### config.mk
export PLATFORM = sky130hd
export DESIGN_NAME = reg_file_8x16_flat
export DESIGN_NICKNAME = d
export VERILOG_FILES = /design/src/rtl/reg_file_8x16_if.sv /design/src/rtl/reg_file_8x16.sv /design/src/flat_wrapper.sv
export SDC_FILE = /design/constraint.sdc
export NUM_CORES = 1
export LEC_CHECK = 0
export CELL_PAD_IN_SITES_DETAIL_PLACEMENT = 1
export CELL_PAD_IN_SITES_GLOBAL_PLACEMENT = 1
export CORE_MARGIN = 3
export CORE_UTILIZATION = 44
export CTS_BUF_LIST = sky130_fd_sc_hd__clkbuf_4
export CTS_CLUSTER_SIZE = 16
export DETAILED_ROUTE_END_ITERATION = 6
export PLACE_DENSITY = 0.78
export SYNTH_ARGS = -nofsm -noshare
export SYNTH_HDL_FRONTEND = slang
export SYNTH_SLANG_ARGS = --single-unit
export TNS_END_PERCENT = 1
### constraint.sdc
create_clock -name clk -period 1.65 [get_ports clk]
set_input_delay 0.165 -clock clk [delete_from_list [all_inputs] [get_ports clk]]
set_output_delay 0.165 -clock clk [all_outputs]
set_load 0.01 [all_outputs]
### src/rtl/reg_file_8x16_if.sv
// Operand bus between the register file and its neighbours:
// read ports toward the ALU, write/flag ports from it.
interface reg_file_8x16_if #(
   parameter int WIDTH = 16,
   parameter int AW    = 3,
   parameter int FW    = 4
);
   logic [AW-1:0]    ra_addr;
   logic [AW-1:0]    rb_addr;
   logic [WIDTH-1:0] ra_data;
   logic [WIDTH-1:0] rb_data;
   logic             we;
   logic [AW-1:0]    wa_addr;
   logic [WIDTH-1:0] wd;
   logic             fwe;
   logic [FW-1:0]    fin;
   logic [FW-1:0]    flags;
   logic [7:0]       wcount;

   modport master (
      output ra_addr, rb_addr, we, wa_addr, wd, fwe, fin,
      input  ra_data, rb_data, flags, wcount
   );

   modport slave (
      input  ra_addr, rb_addr, we, wa_addr, wd, fwe, fin,
      output ra_data, rb_data, flags, wcount
   );
endinterface

### src/rtl/reg_file_8x16.sv
// 8x16 register file with two bypassed read ports, one write
// port, a flag register and a committed-write counter.
module reg_file_8x16 #(
   parameter int WIDTH = 16,
   parameter int NREG  = 8,
   parameter int AW    = 3,
   parameter int FW    = 4
) (
   input logic            clk,
   input logic            rst,
   reg_file_8x16_if.slave bus
);
   logic [WIDTH-1:0] regs_q [NREG];
   logic [FW-1:0]    flags_q;
   logic [7:0]       wcount_q;
   logic [7:0]       wcount_d;
   logic [WIDTH-1:0] ra_rd;
   logic [WIDTH-1:0] rb_rd;

   assign wcount_d = wcount_q + 8'd1;

   // Reset wins over both write enables in the same cycle.
   always_ff @(posedge clk) begin
      if (rst) begin
         for (int i = 0; i < NREG; i++) begin
            regs_q[i] <= '0;
         end
         flags_q  <= '0;
         wcount_q <= '0;
      end else begin
         if (bus.we) begin
            regs_q[bus.wa_addr] <= bus.wd;
            wcount_q            <= wcount_d;
         end
         if (bus.fwe) begin
            flags_q <= bus.fin;
         end
      end
   end

   // Same-cycle bypass so a result just produced feeds the ALU.
   always_comb begin
      ra_rd = '0;
      rb_rd = '0;
      if (!rst) begin
         if (bus.we && (bus.wa_addr == bus.ra_addr)) begin
            ra_rd = bus.wd;
         end else begin
            ra_rd = regs_q[bus.ra_addr];
         end
         if (bus.we && (bus.wa_addr == bus.rb_addr)) begin
            rb_rd = bus.wd;
         end else begin
            rb_rd = regs_q[bus.rb_addr];
         end
      end
   end

   assign bus.ra_data = ra_rd;
   assign bus.rb_data = rb_rd;
   assign bus.flags   = flags_q;
   assign bus.wcount  = wcount_q;
endmodule
### src/flat_wrapper.sv
// flat-port wrapper written by rule: the top's interface ports become plain ports
module reg_file_8x16_flat 
#(
   parameter int WIDTH = 16,
   parameter int NREG  = 8,
   parameter int AW    = 3,
   parameter int FW    = 4
)
  (clk, rst, bus_ra_addr, bus_rb_addr, bus_we, bus_wa_addr, bus_wd, bus_fwe, bus_fin, bus_ra_data, bus_rb_data, bus_flags, bus_wcount);
  reg_file_8x16_if #(.WIDTH(WIDTH), .AW(AW), .FW(FW)) bus_i ();
  input logic clk;
  input logic rst;
  input wire logic [$bits(bus_i.ra_addr)-1:0] bus_ra_addr;
  input wire logic [$bits(bus_i.rb_addr)-1:0] bus_rb_addr;
  input wire logic [$bits(bus_i.we)-1:0] bus_we;
  input wire logic [$bits(bus_i.wa_addr)-1:0] bus_wa_addr;
  input wire logic [$bits(bus_i.wd)-1:0] bus_wd;
  input wire logic [$bits(bus_i.fwe)-1:0] bus_fwe;
  input wire logic [$bits(bus_i.fin)-1:0] bus_fin;
  output wire logic [$bits(bus_i.ra_data)-1:0] bus_ra_data;
  output wire logic [$bits(bus_i.rb_data)-1:0] bus_rb_data;
  output wire logic [$bits(bus_i.flags)-1:0] bus_flags;
  output wire logic [$bits(bus_i.wcount)-1:0] bus_wcount;
  assign bus_i.ra_addr = bus_ra_addr;
  assign bus_i.rb_addr = bus_rb_addr;
  assign bus_i.we = bus_we;
  assign bus_i.wa_addr = bus_wa_addr;
  assign bus_i.wd = bus_wd;
  assign bus_i.fwe = bus_fwe;
  assign bus_i.fin = bus_fin;
  assign bus_ra_data = bus_i.ra_data;
  assign bus_rb_data = bus_i.rb_data;
  assign bus_flags = bus_i.flags;
  assign bus_wcount = bus_i.wcount;
  reg_file_8x16 #(.WIDTH(WIDTH), .NREG(NREG), .AW(AW), .FW(FW)) u_core (.clk(clk), .rst(rst), .bus(bus_i));
endmodule
* Word level (Yosys, flattened, before mapping) *
Memory sizes are Yosys's and may differ from the RTL's.
Cells that the tools add are included.

storage, ports and cells
  bits in registers = 12
  bits in writable memories = 128
  input port bits = 33
  output and inout port bits = 44
  word-level logic and storage cells = 21
  memories kept = 1

operators by class
  $add $sub $neg = 1
  equal/unequal tests = 2
  mux-type cells = 12
  reductions and logical operators = 3

memory list
  name           depth  bits a word  rd ports  clocked after memory_dff  write ports  line                 RTL
  u_core.regs_q  8      16           2         0                         8            reg_file_8x16.sv:13  logic [WIDTH-1:0] regs_q [NREG];

operators by type and width
  cell                                         count
  two-way mux 16 bit                           5
  OR reduction 16 bit                          1
  adder 8 x 1 -> 8 bit, second input constant  1
  equality test 3 bit                          2
  two-way mux 1 bit                            6
  two-way mux 3 bit                            1
  logical AND 1 bit                            2

* Longest topological paths before layout *
Gate-level depths: netlist of the first run.

  depth in word-level cells = 5
  mapped depth = 7
  gate-level depth less buffers = 4

* Worst setup path after synthesis of the first run *
No wires, ideal clock.

  kind = input -> register
  start point = in rst
  end point = mem u_core.regs_q[0][0] (enable)
  setup time = 334 ps
  data arrival time = 1238 ps
  required time = 1316 ps
  setup slack = 78 ps
  stages = 4
  buffers on the path = 1
  cell sequence = buf_6 or3b_4 nor3_4 or2_2

RTL lines
  item                line                 RTL
  start: declaration  flat_wrapper.sv:12   input logic rst;
  end: declaration    reg_file_8x16.sv:13

==> flow_metrics.py, run 1 <==
metrics = {
    "status": {
        "status": "complete, but fails checks",
        "violations": "setup timing",
    },
    "placed_design": {
        "io_buffers": 76,
        "place_hpwl_microns": 17700,
        "gp_congestion": 0.855,
        "place_inst": 964,
    },
    "worst_setup_path": {
        "rr_startpoint": "u_core.bus.wcount[2]",
        "reg2reg_to": "u_core.bus.wcount[7]",
        "worstSetupStartpoint": "u_core.regs_q[7][2]",
        "critPathMaxStageDelay_ns": 0.48,
        "cp-end-kind": "output pin",
        "path_depth": 5,
        "crit_family": "multiplexers",
        "r2r_slack_ns": 0.50,
        "critical_path_required_ns": 1.48,
        "cp.buffers_inverters": 2,
        "crit_fanout": 2,
        "crit_arrival_ns": 2.18,
        "path_cells": "buf_4, mux4_2, a211oi_2, nor3_2, buf_2",
        "path_class": "reg2out",
        "rr_worst_depth": 3,
        "crit_slowest_cell": "mux4_2",
        "cp-start-kind": "flop",
    },
    "clock_tree": {
        "clk_pin_slew_worst_paths_ns": 0.13,
        "cts_sinks": 140,
        "cts_root_buf": "clkbuf_4",
        "htreeDepth": 4,
        "clk_latency_ns": 0.57,
        "cts_buffer_depth": 2,
        "cts_tree": "done",
        "cts_buffers": 17,
    },
    "sta": {
        "final_hold_viol_count": 0,
        "finalSetupViolCount": 32,
        "finalWorstSetupSlack_ns": -0.698,
        "slew_viol_final": 0,
        "fin_tns_setup_ns": -16.42,
        "fin_skew_ns": 0.00189,
        "fmax_ghz": 0.426,
        "period_share": 1.42,
        "slew_headroom": 0.730,
        "worstMarginPinSlew_ns": 0.405,
        "rsz0062_at_grt": "true",
        "post-route-min-period_ns": 2.35,
    },
    "route": {
        "drcViolationCount": 0,
        "drtAntennaViolNets": 0,
        "drtIter0Drc": 419,
        "via_per_inst": 5.76,
        "routed_wl_microns": 23800,
        "vias": 5846,
        "drt-pass1-iter-count": 5,
        "wl_per_cell_microns": 23.4,
    },
    "floorplanning": {
        "io_pins": 77,
        "die_x_microns": 140,
        "coreArea_sq_mm": 0.0174,
        "die_h_microns": 140,
        "die-area_sq_mm": 0.0195,
        "fp-row-count": 48,
        "start_util": 0.453,
    },
    "yosys": {
        "ys_seq_elements": 140,
        "yosys.area.top_type_share": 0.489,
        "syn_nets": 639,
        "synth_area_sq_mm": 0.00786,
        "ys.flop_type": "edfxtp_1",
        "synth-seq-area-share": 0.520,
        "synthTopCellsByCount": "and2_1, edfxtp_1, mux2i_1",
        "ys_warn_count": 0,
        "synth_largest_area_cell": "edfxtp_1",
        "synth_edf_count": 128,
        "synth.distinct_cells": 39,
        "synthTopCellsByArea": "edfxtp_1, and2_1, mux2i_1",
        "syn_inst": 605,
        "syn_avg_cell_area_sq_um": 13.0,
        "async_flop_share": 0,
    },
    "power_and_ir_drop": {
        "irDropWorstVdd_mv": 0.458,
        "p_leak_nw": 3.95,
        "p_sw_frac": 0.277,
        "totalPowerFinal_mw": 8.29,
        "p_seq_frac": 0.509,
        "p_comb_frac": 0.196,
        "power_switching_mw": 2.29,
        "p_per_area_mw_per_mm2": 823,
        "p_int_mw": 6.00,
        "pwr-share-clk": 0.295,
    },
    "run": {
        "cap_viol_max_count": 0,
    },
    "global_routing": {
        "gr-usage-all-layers": 0.247,
        "grt_pass1_vias": 6363,
        "overflow": 0,
        "grt_antenna_before_repair": 1,
        "grt_max_degree": 27,
        "grt_pass1_wl_microns": 37000,
    },
    "final_layout": {
        "area.growth.synth_to_final_pct": 28.2,
        "final_core_util": 0.580,
        "fillers": 1740,
        "drive_gt1_frac": 0.363,
        "finalNetCount": 809,
        "layout.cells.non_filler": 1015,
    },
    "worst_hold_path": {
        "holdPathStages": 3,
        "min_path_type": "in2reg",
        "holdCritStartpoint": "rst",
        "min_to": "u_core.bus.flags[1]",
    },
}
[area by class of cell]
| class | count | area (sq um) | share of cell area |
|---|---|---|---|
| tap | 225 | 282 | 0.0280 |
| multi-input combinational | 417 | 3580 | 0.356 |
| clock inverter | 13 | 166 | 0.0165 |
| antenna | 2 | 5.00 | 0.000497 |
| clock buffer | 19 | 143 | 0.0142 |
| sequential | 140 | 4090 | 0.406 |
| timing repair buffer | 199 | 1800 | 0.179 |
[repair_timing]
item	4_1_cts	5_1_grt
pin swaps	49	0
resized for setup	201	2
buffers inserted	17	0
hold buffers	0	0
setup endpoints to repair	44	32
[cell usage in the layout, fill, tap and decap left out, types with 3 or more instances in the layout]
cell / netlist / layout
nand2_1: 4 / 4
mux4_2: 17 / 34
nand4_1: 4 / 4
clkbuf_4: 0 / 19
buf_2: 11 / 29
nor2_4: 3 / 3
buf_4: 12 / 99
nor2_1: 45 / 45
and2_1: 128 / 128
buf_6: 5 / 3
o22ai_1: 30 / 28
a211oi_2: 1 / 32
buf_12: 2 / 21
dfxtp_1: 12 / 5
clkdlybuf4s50_1: 0 / 26
edfxtp_1: 128 / 128
clkdlybuf4s15_1: 0 / 3
bufinv_16: 0 / 3
mux2i_1: 67 / 66
clkdlybuf4s15_2: 0 / 3
xor2_1: 4 / 4
nor3_2: 1 / 7
or2_2: 8 / 8
clkinv_2: 0 / 3
xnor2_1: 7 / 7
nor3_1: 30 / 24
dlygate4sd2_1: 0 / 15
dfxtp_2: 0 / 7
[logic make-up (layout without fill, tap and decap cells)]
family / Yosys count / in the layout / synth area share
AND/OR/NAND/NOR: 238 / 238 / 0.176
XOR/XNOR: 11 / 11 / 0.0123
multiplexers: 101 / 101 / 0.191
adder cells (fa/ha/maj): 1 / 1 / 0.00159
AO/OA/AOI/OAI: 66 / 66 / 0.0577
flip-flops: 140 / 140 / 0.520
buffers and inverters: 48 / 231 / 0.0419
other: 0 / 2 / 0
[worst register-to-register path, cell delays in order, from the launching register on]
cell	delay [ns]
dfxtp_2	0.39
nand4_1	0.18
or3_1	0.39
a21oi_1	0.15
[metal layers]
| metal | vias to the layer above | wire length (microns) | GRT usage | share of wire |
|---|---|---|---|---|
| li1 | 2616 | - | - | - |
| met1 | 3013 | 9970 | 0.321 | 0.42 |
| met2 | 174 | 12200 | 0.427 | 0.51 |
| met3 | 43 | 1070 | 0.0368 | 0.045 |
| met4 | 0 | 492 | 0.0841 | 0.021 |
| met5 | - | 0 | 0 | 0 |
[worst max path at each step]
stage,to,slack (ns)
4_1_cts,bus_ra_data[2],-0.65
3_3_place_gp,bus_rb_data[0],-0.99
5_1_grt,bus_ra_data[2],-0.73
3_5_place_dp,bus_rb_data[7],-1.03
6_report,bus_ra_data[2],-0.70
2_1_floorplan,u_core.regs_q[0][0],0.08
[state kept, by name, indices dropped and copies added, names as in the netlist]
register,flops
u_core.bus.flags,4
u_core.bus.wcount,8
u_core.regs_q,128
[stage by stage]
step / hold WS (ns) / area (sq um) / setup WS (ns)
after floorplan: 0.312 / 7860 / 0.0785
after global placement: 0.469 / 9610 / -0.988
after detailed placement: 0.491 / 9610 / -1.03
after CTS: 0.0877 / 10100 / -0.652
after global routing: 0.103 / 10100 / -0.732
final: 0.117 / 10100 / -0.698
[power groups by stage]
stage	clock [mW]	sequential (mW)	combinational (mW)
after floorplan	0	4.23	0.780
after global placement	0	4.25	1.49
after detailed placement	0	4.29	1.54
after CTS	2.49	4.21	1.61
after global routing	2.63	4.24	1.72
final	2.45	4.22	1.63
(Power assumes the default switching activity.)
==> run 2: changes to the inputs <==
--- a/config.mk
+++ b/config.mk
@@ -12,6 +12,7 @@
 export CTS_BUF_LIST = sky130_fd_sc_hd__clkbuf_4
 export CTS_CLUSTER_SIZE = 16
 export DETAILED_ROUTE_END_ITERATION = 6
+export HOLD_SLACK_MARGIN = 0.08
 export PLACE_DENSITY = 0.78
 export SYNTH_ARGS = -nofsm -noshare
 export SYNTH_HDL_FRONTEND = slang
==> results of run 2 <==
Same layout as run 1: the final DEF is identical, and so are final timing and power.
==> run 3: changes to the inputs <==
--- a/config.mk
+++ b/config.mk
@@ -13,7 +13,8 @@
 export CTS_CLUSTER_SIZE = 16
 export DETAILED_ROUTE_END_ITERATION = 6
 export HOLD_SLACK_MARGIN = 0.08
-export PLACE_DENSITY = 0.78
+export PLACE_DENSITY = 0.84
+export SLEW_MARGIN = 15
 export SYNTH_ARGS = -nofsm -noshare
 export SYNTH_HDL_FRONTEND = slang
 export SYNTH_SLANG_ARGS = --single-unit
==> run 3 against run 2 <==
First-iteration DRC count grew 7.4%. Highest routed layer unchanged. Design area increased by 1.2%. The flow still finishes with violations (setup timing). Clock power about the same. Largest cell class unchanged. Fmax rose by 2.0%.
==> flow_metrics.py, run 3 (synthesis gave the netlist of run 1 again) <==
metrics = {
    "route": {
        "via_per_inst": 6.10,
        "drtIter0Drc": 450,
        "routed_wl_microns": 26700,
        "wl_per_cell_microns": 26.5,
        "drtAntennaViolNets": 0,
        "drt-pass1-iter-count": 5,
        "drcViolationCount": 0,
        "vias": 6142,
    },
    "floorplanning": {
        "die_x_microns": 140,
        "start_util": 0.453,
        "die-area_sq_mm": 0.0195,
        "coreArea_sq_mm": 0.0174,
        "fp-row-count": 48,
        "die_h_microns": 140,
        "io_pins": 77,
    },
    "power_and_ir_drop": {
        "p_seq_frac": 0.501,
        "pwr-share-clk": 0.292,
        "p_comb_frac": 0.206,
        "totalPowerFinal_mw": 8.43,
        "power_switching_mw": 2.42,
        "p_sw_frac": 0.287,
        "p_leak_nw": 3.97,
        "irDropWorstVdd_mv": 0.532,
        "p_int_mw": 6.01,
        "p_per_area_mw_per_mm2": 827,
    },
    "run": {
        "cap_viol_max_count": 0,
    },
    "placed_design": {
        "place_inst": 968,
        "place_hpwl_microns": 18800,
        "io_buffers": 76,
        "gp_congestion": 0.901,
    },
    "worst_setup_path": {
        "crit_arrival_ns": 2.14,
        "r2r_slack_ns": 0.35,
        "reg2reg_to": "u_core.bus.wcount[7]",
        "cp-end-kind": "output pin",
        "crit_end": "bus_ra_data[0]",
        "path_cells": "clkdlybuf4s50_1, xnor2_2, and4_1, buf_12, buf_4, a211oi_2, nor3_1, clkdlybuf4s15_1",
        "rr_worst_depth": 3,
        "crit_family": "buffers and inverters",
        "worstSetupStartpoint": "bus_wa_addr[2]",
        "critical_path_required_ns": 1.48,
        "cp-start-kind": "input port",
        "crit_fanout": 10,
        "path_depth": 8,
        "rr_startpoint": "u_core.bus.wcount[0]",
        "path_class": "in2out",
        "critPathMaxStageDelay_ns": 0.52,
        "cp.buffers_inverters": 4,
        "crit_slowest_cell": "clkdlybuf4s50_1",
    },
    "sta": {
        "rsz0062_at_grt": "true",
        "final_hold_viol_count": 0,
        "worstMarginPinSlew_ns": 0.433,
        "fin_skew_ns": 0.00677,
        "period_share": 1.40,
        "slew_viol_final": 0,
        "finalSetupViolCount": 32,
        "post-route-min-period_ns": 2.30,
        "fmax_ghz": 0.434,
        "finalWorstSetupSlack_ns": -0.652,
        "fin_tns_setup_ns": -16.62,
        "slew_headroom": 0.712,
    },
    "final_layout": {
        "largest_reg_flops": 128,
        "register_area_sq_mm": 0.00409,
        "regMostFlops": "u_core.regs_q",
        "fillers": 1694,
        "final_cell_mix": "and2_1, edfxtp_1, buf_4",
        "drive_gt1_frac": 0.367,
        "area.growth.synth_to_final_pct": 29.7,
        "layout.cells.non_filler": 1007,
        "diodes": 0,
        "finalNetCount": 803,
        "final_core_util": 0.587,
        "multi_input_area_sq_mm": 0.00366,
    },
    "clock_tree": {
        "htreeDepth": 4,
        "clk_pin_slew_worst_paths_ns": 0.13,
        "clk_latency_ns": 0.57,
        "cts_tree": "done",
        "cts_root_buf": "clkbuf_4",
        "cts_sinks": 140,
        "cts_buffer_depth": 2,
        "cts_buffers": 17,
    },
    "global_routing": {
        "grt_pass1_vias": 6749,
        "grt_antenna_before_repair": 0,
        "grt_pass1_wl_microns": 40900,
        "gr-usage-all-layers": 0.276,
        "grt_max_degree": 25,
        "overflow": 0,
    },
    "status": {
        "violations": "setup timing",
        "status": "complete, but fails checks",
    },
    "worst_hold_path": {
        "holdPathStages": 3,
        "min_path_type": "in2reg",
    },
}
-- run 3: how the worst min path moves through the flow --
stage,from,to
2_1_floorplan,bus_fin[0],u_core.bus.flags[0]
3_3_place_gp,u_core.bus.wcount[7],u_core.bus.wcount[7]
3_5_place_dp,u_core.bus.flags[2],u_core.bus.flags[2]
4_1_cts,bus_fin[2],u_core.bus.flags[2]
5_1_grt,bus_fin[3],u_core.bus.flags[3]
6_report,bus_fin[2],u_core.bus.flags[2]
-- run 3: cell type report --
type,count,area share
clock inverters,15,0.0187
well taps,225,0.0276
multi-input cells,417,0.360
flip-flops and latches,140,0.402
repair buffers,193,0.180
clock buffers,17,0.0125
-- run 3: worst register-to-register path, stage by stage, from the launching register on --
cell and delay (ns):
dfxtp_2 0.40, nand4_1 0.25, or3_1 0.42, a21oi_1 0.16
-- run 3: per-stage QoR --
step	hold slack [ns]	worst slack, ns	cell area [sq um]
after floorplan	0.312	0.0785	7860
after global placement	0.472	-1.04	9680
after detailed placement	0.505	-1.19	9680
after CTS	0.183	-0.628	10200
after global routing	0.210	-0.685	10200
final	0.234	-0.652	10200
-- run 3: timing repair --
item,CTS,global route
setup buffers,9,0
setup endpoints to repair,44,32
hold buffers,2,0
hold endpoints to repair,7,0
resized for setup,225,6
pin swaps,52,7
-- run 3: power groups by stage --
stage | combinational [mW] | sequential, mW | clock (mW)
floorplan | 0.780 | 4.23 | 0
global placement | 1.52 | 4.25 | 0
detailed placement | 1.60 | 4.29 | 0
CTS | 1.69 | 4.22 | 2.49
global route | 1.82 | 4.24 | 2.64
finish | 1.74 | 4.22 | 2.47
-- run 3: metal layers --
| metal | global-route usage | up-vias | wire length (microns) |
|---|---|---|---|
| met4 | 0.126 | 0 | 1030 |
| li1 | - | 2607 | - |
| met5 | 0 | - | 0 |
| met1 | 0.334 | 3155 | 10500 |
| met3 | 0.0577 | 94 | 1490 |
| met2 | 0.476 | 286 | 13700 |
